File: config.mk
export PLATFORM = sky130hd
export DESIGN_NAME = audio_tone_sequencer
export DESIGN_NICKNAME = d
export VERILOG_FILES = /design/src/rtl/audio_tone_sequencer.sv
export SDC_FILE = /design/constraint.sdc
export NUM_CORES = 1
export LEC_CHECK = 0
export CORE_MARGIN = 3
export CORE_UTILIZATION = 40
export CTS_BUF_LIST = sky130_fd_sc_hd__clkbuf_2
export DETAILED_ROUTE_END_ITERATION = 10
export GPL_TIMING_DRIVEN = 0
export PLACE_DENSITY = 0.66
export SLEW_MARGIN = 20
export SYNTH_ARGS = -nofsm -noshare
export SYNTH_HDL_FRONTEND = slang
export SYNTH_SLANG_ARGS = --single-unit
export TNS_END_PERCENT = 10
File: constraint.sdc
create_clock -name clk25 -period 3.65 [get_ports clk25]
set_input_delay 0.365 -clock clk25 [delete_from_list [all_inputs] [get_ports clk25]]
set_output_delay 0.365 -clock clk25 [all_outputs]
set_load 0.02 [all_outputs]
File: src/rtl/audio_tone_sequencer.sv
// Note sequencer: plays {period, duration} entries from a small RAM into one
// channel of the audio generator, advancing on a divided-clock duration tick.
module audio_tone_sequencer #(
   parameter int unsigned DEPTH      = 16,
   parameter int unsigned ADDR_W     = 4,
   parameter int unsigned TICK_DIV   = 25000,
   parameter int unsigned MUTETHRESH = 32
) (
   input  logic              clk25,
   input  logic              resetbutton_debounced,
   input  logic              wr_en,
   input  logic [ADDR_W-1:0] wr_addr,
   input  logic [23:0]       wr_data,
   input  logic              start,
   input  logic              stop,
   input  logic              loop,
   output logic [15:0]       period_out,
   output logic              mute,
   output logic              busy,
   output logic              done,
   output logic [ADDR_W-1:0] cur_addr
);

   localparam int unsigned PW = $clog2(TICK_DIV + 1);
   localparam logic [PW-1:0]     PRESC_MAX = PW'(TICK_DIV - 1);
   localparam logic [ADDR_W-1:0] LAST_ADDR = ADDR_W'(DEPTH - 1);

   typedef enum logic [1:0] {StIdle, StFetch, StPlay} state_t;

   state_t            state_q, state_d;
   logic [15:0]       period_q, period_d;
   logic              mute_q, mute_d;
   logic              done_q, done_d;
   logic [ADDR_W-1:0] addr_q, addr_d;
   logic [PW-1:0]     presc_q, presc_d;
   logic [7:0]        rem_q, rem_d;
   logic [23:0]       mem [DEPTH];
   logic [23:0]       rd_q;
   logic              tick;

   // Read address is the next cur_addr so the entry is ready during FETCH;
   // non-blocking read gives read-before-write on a colliding write.
   always_ff @(posedge clk25) begin
      if (wr_en) begin
         mem[wr_addr] <= wr_data;
      end
      rd_q <= mem[addr_d];
   end

   assign tick = (presc_q == PRESC_MAX);

   always_comb begin
      state_d  = state_q;
      period_d = period_q;
      done_d   = 1'b0;
      addr_d   = addr_q;
      presc_d  = presc_q;
      rem_d    = rem_q;
      unique case (state_q)
         StIdle: begin
            period_d = 16'h0000;
            if (start) begin
               state_d = StFetch;
               addr_d  = '0;
            end
         end
         StFetch: begin
            if (rd_q[7:0] == 8'd0) begin
               // End marker at entry 0 always terminates, even with loop set.
               if (loop && (addr_q != '0)) begin
                  addr_d = '0;
               end else begin
                  state_d  = StIdle;
                  done_d   = 1'b1;
                  period_d = 16'h0000;
               end
            end else begin
               state_d  = StPlay;
               period_d = rd_q[23:8];
               rem_d    = rd_q[7:0];
               presc_d  = '0;
            end
         end
         StPlay: begin
            presc_d = tick ? '0 : presc_q + PW'(1);
            if (tick) begin
               rem_d = rem_q - 8'd1;
               if (rem_q == 8'd1) begin
                  if (addr_q != LAST_ADDR) begin
                     addr_d  = addr_q + ADDR_W'(1);
                     state_d = StFetch;
                  end else if (loop) begin
                     addr_d  = '0;
                     state_d = StFetch;
                  end else begin
                     state_d  = StIdle;
                     done_d   = 1'b1;
                     period_d = 16'h0000;
                  end
               end
            end
         end
         default: state_d = StIdle;
      endcase
      if (stop) begin
         state_d  = StIdle;
         period_d = 16'h0000;
         done_d   = 1'b0;
         addr_d   = '0;
         presc_d  = '0;
         rem_d    = 8'd0;
      end
      mute_d = (period_d < 16'(MUTETHRESH));
   end

   always_ff @(posedge clk25 or negedge resetbutton_debounced) begin
      if (!resetbutton_debounced) begin
         state_q  <= StIdle;
         period_q <= 16'h0000;
         mute_q   <= 1'b1;
         done_q   <= 1'b0;
         addr_q   <= '0;
         presc_q  <= '0;
         rem_q    <= 8'd0;
      end else begin
         state_q  <= state_d;
         period_q <= period_d;
         mute_q   <= mute_d;
         done_q   <= done_d;
         addr_q   <= addr_d;
         presc_q  <= presc_d;
         rem_q    <= rem_d;
      end
   end

   assign period_out = period_q;
   assign mute       = mute_q;
   assign busy       = (state_q != StIdle);
   assign done       = done_q;
   assign cur_addr   = addr_q;

endmodule

==> impl_results.md <==
- Outcome: complete, no violations
- Routed Antenna Nets: 0
- Crit path launch type: flip-flop
- Vias in the first global route: 11717
- MaxCap Viol Count: 0
- Max clock buf depth: 3
- Tmin final: 3.56 ns
- Layout Nets: 1479
- Total die area: 47800 sq um
- Cell internal pwr: 7.51 mW
- Clk_skew: 0.0699 ns
- Layout cells sized above 1: 0.227
- TritonCTS Sinks: 455
- Proportion of power drawn by the clock network: 0.328
- Initial Util: 0.407
- Switching Share: 0.263
- Setup CP Type: reg2reg
- Psw: 2.67 mW
- Syn nets: 1280
- Remaining DRCs: 0
- Dominant synthesized flop cell: edfxtp_1
- Reg clk slew, reported paths: 0.10 ns
- Max Fclk: 0.281 GHz
- Final hold vios: 0
- Largest net degree at the start of global routing: 26
- Non-filler cells, final: 2121
- FP Rows: 77
- Critical path capture point type: flip-flop
- #FFs+latches synth: 455
- Required @ worst endpoint: 4.55 ns
- Number of enable flip-flop cells after synthesis: 384
- Gr ovfl total: 0
- Via/cell ratio: 5.52
- Initial DRC count: 1227
- Fill count: 3786
- Peak supply drop: 0.000172 V
- Final Instance Area: 21200 sq um
- Post-DP Area: 19900 sq um
- CTS tree: done
- IO Pins: 57
- First-pass GRT wire length: 69200 microns
- Post-DP HPWL: 30700 microns
- Synth top cells by count: edfxtp_1, nand2_1, a211oi_1, o21ai_0, nor2b_1
- Final period util: 0.977
- Syn Inst Count: 1237
- Top cells by area, synth: edfxtp_1, dfrtp_1, a211oi_1
- Sequential power share: 0.581
- PwrDens: 480 nW/um^2
- Netlist cell types: 62
- Pre-CTS setup slack: -0.705 ns
- Num CTS Buffers: 110
- RSZ-0062 raised after global routing: yes
- Final setup fails: 0
- Area growth from synthesis to layout: 17.5%
- DR WL/cell: 21.6 microns
- Top-count cell post-synth: edfxtp_1
- Clk_lat worst skew: 1.06 ns
- Die Y: 219 microns
- Combinational Power Share: 0.091
- RD Place Congestion: 0.842
- P_leak: 7.25 nW
- Vias: 11710
- Root Buffer: clkbuf_2
- Core area: 44400 sq um
- Yosys warning count: 0
- Post-Syn Area: 18100 sq um
- Final WL: 45900 microns
- Worst Slack Setup Final: 0.0855 ns
- Antenna violations before repair: 6
- Detailed Routing Iterations Pass 1: 5
- Proportion of netlist area held by the largest area contributor: 0.638
- Global Route Usage Sum: 0.193
- FF-to-FF setup slack: 0.09 ns
- H-Tree Depth: 3
- Hold Crit Class: in2reg
- CP max FO: 10
- CP Data Arrival Time: 4.46 ns
- Final max-slew violation count: 0
- Ys async rst share: 0.103
- Count of input and output buffers: 55
- DP Cell Count: 1909
- Post-synth top area cell: edfxtp_1
- Seq/Total Area, Yosys: 0.729
- Horiz. Die Dim: 219 microns
- Slew @ Worst Pin: 0.729 ns
- Syn avg cell area: 14.6 sq um
- Max_slew headroom: 0.509
-- routing by layer --
metal	up-vias	wire [microns]	track usage
li1	5272	-	-
met1	5762	19000	0.254
met2	601	21800	0.311
met3	75	4080	0.0514
met4	0	1000	0.0641
met5	-	0	0
-- path summary, 6_finish.rpt --
kind | endpoint | cells after the start | from
setup / recovery | rd_q[14] | 11 | rem_q[1]
hold / removal | mem[0][8] | 1 | wr_data[8]
setup reg to reg | rd_q[14] | 11 | rem_q[1]
hold reg to reg | period_out[3] | 2 | rd_q[11]
max in group asynchronous | cur_addr[2] | 4 | resetbutton_debounced
min in group asynchronous | presc_q[10] | 4 | resetbutton_debounced
-- cells in the final DEF, fill, tap and decap left out, types with 4 or more instances in the layout --
cell type          n
edfxtp_1         384
clkbuf_2         183
nand2_1          124
a211oi_1          82
o21ai_0           57
clkdlybuf4s50_1   54
nor2b_1           52
dfrtp_1           45
and3_1            43
a31oi_1           39
mux2_2            35
nor2_1            34
mux2i_1           30
dfxtp_1           24
buf_4             22
clkinv_1          20
a21oi_1           18
a22oi_1           17
clkbuf_4          17
o22ai_1           17
a32oi_1           17
clkbuf_1          16
inv_1             15
and4b_1           14
buf_2             14
nor2_4            13
buf_16            13
nor3_2             9
ha_1               9
nand2b_1           8
nand3_1            8
and4_1             7
nor3_1             7
buf_6              5
and4b_2            4
nand3b_1           4
-- timing repair --
item,in CTS,in global routing
hold buffers,4,0
pin swaps,0,2
resized for setup,34,43
setup endpoints to repair,24,23
setup buffers,0,3
hold endpoints to repair,52,0
-- per-stage QoR --
step           total power, mW  hold WS [ns]   util  TNS [ns]
2_1_floorplan             6.53        0.0694      -         0
3_3_place_gp              6.88         0.425  0.436   -158.73
3_5_place_dp              6.94         0.423  0.449    -11.79
4_1_cts                   10.3        0.0880  0.475         0
5_1_grt                   10.6         0.155  0.478    -0.107
6_report                  10.2         0.217  0.478         0
-- critical path: stages, from the launching register on --
cell and delay (ns):
dfrtp_1 0.42, inv_1 0.11, ha_1 0.14, or3b_4 0.40, or3_4 0.36, nor3_2 0.26, o221a_2 0.23, buf_2 0.24
nand3b_1 0.30, clkbuf_2 0.36, o22ai_1 0.29, and4b_2 0.32
-- power groups by stage --
stage / Sequential, mW / Clock, mW / Combinational (mW)
floorplan: 6.04 / 0 / 0.486
global placement: 6.02 / 0 / 0.857
detailed placement: 6.03 / 0 / 0.909
CTS: 5.91 / 3.43 / 0.924
global route: 5.94 / 3.69 / 1.02
finish: 5.91 / 3.34 / 0.931
-- registers in the layout, indices dropped and copies added (netlist names) --
name / cells
state_q: 2
presc_q: 15
mute: 1
period_out: 16
rd_q: 24
rem_q: 8
mem: 384
done: 1
cur_addr: 4
-- logic make-up after synthesis --
logic type,count (synthesis),synth area share
muxes,65,0.0384
and+or+nand+nor,356,0.105
AOI/OAI and AO/OA,264,0.0979
DFF,455,0.729
adders and majority gates,9,0.00623
buffers and inverters,82,0.0202
xor gates and xnor gates,6,0.00291
-- final cells by class --
class | count | area (sq um) | share of cell area
Buffer | 66 | 394 | 0.0186
Timing Repair Buffer | 87 | 1070 | 0.0506
Inverter | 16 | 60.1 | 0.00283
Sequential cell | 455 | 13200 | 0.621
Tap cell | 592 | 741 | 0.0349
Clock buffer | 175 | 876 | 0.0412
Clock inverter | 28 | 151 | 0.00713
Multi-Input combinational cell | 700 | 4740 | 0.223
Antenna cell | 2 | 5.00 | 0.000236
(Power assumes the default switching activity.)
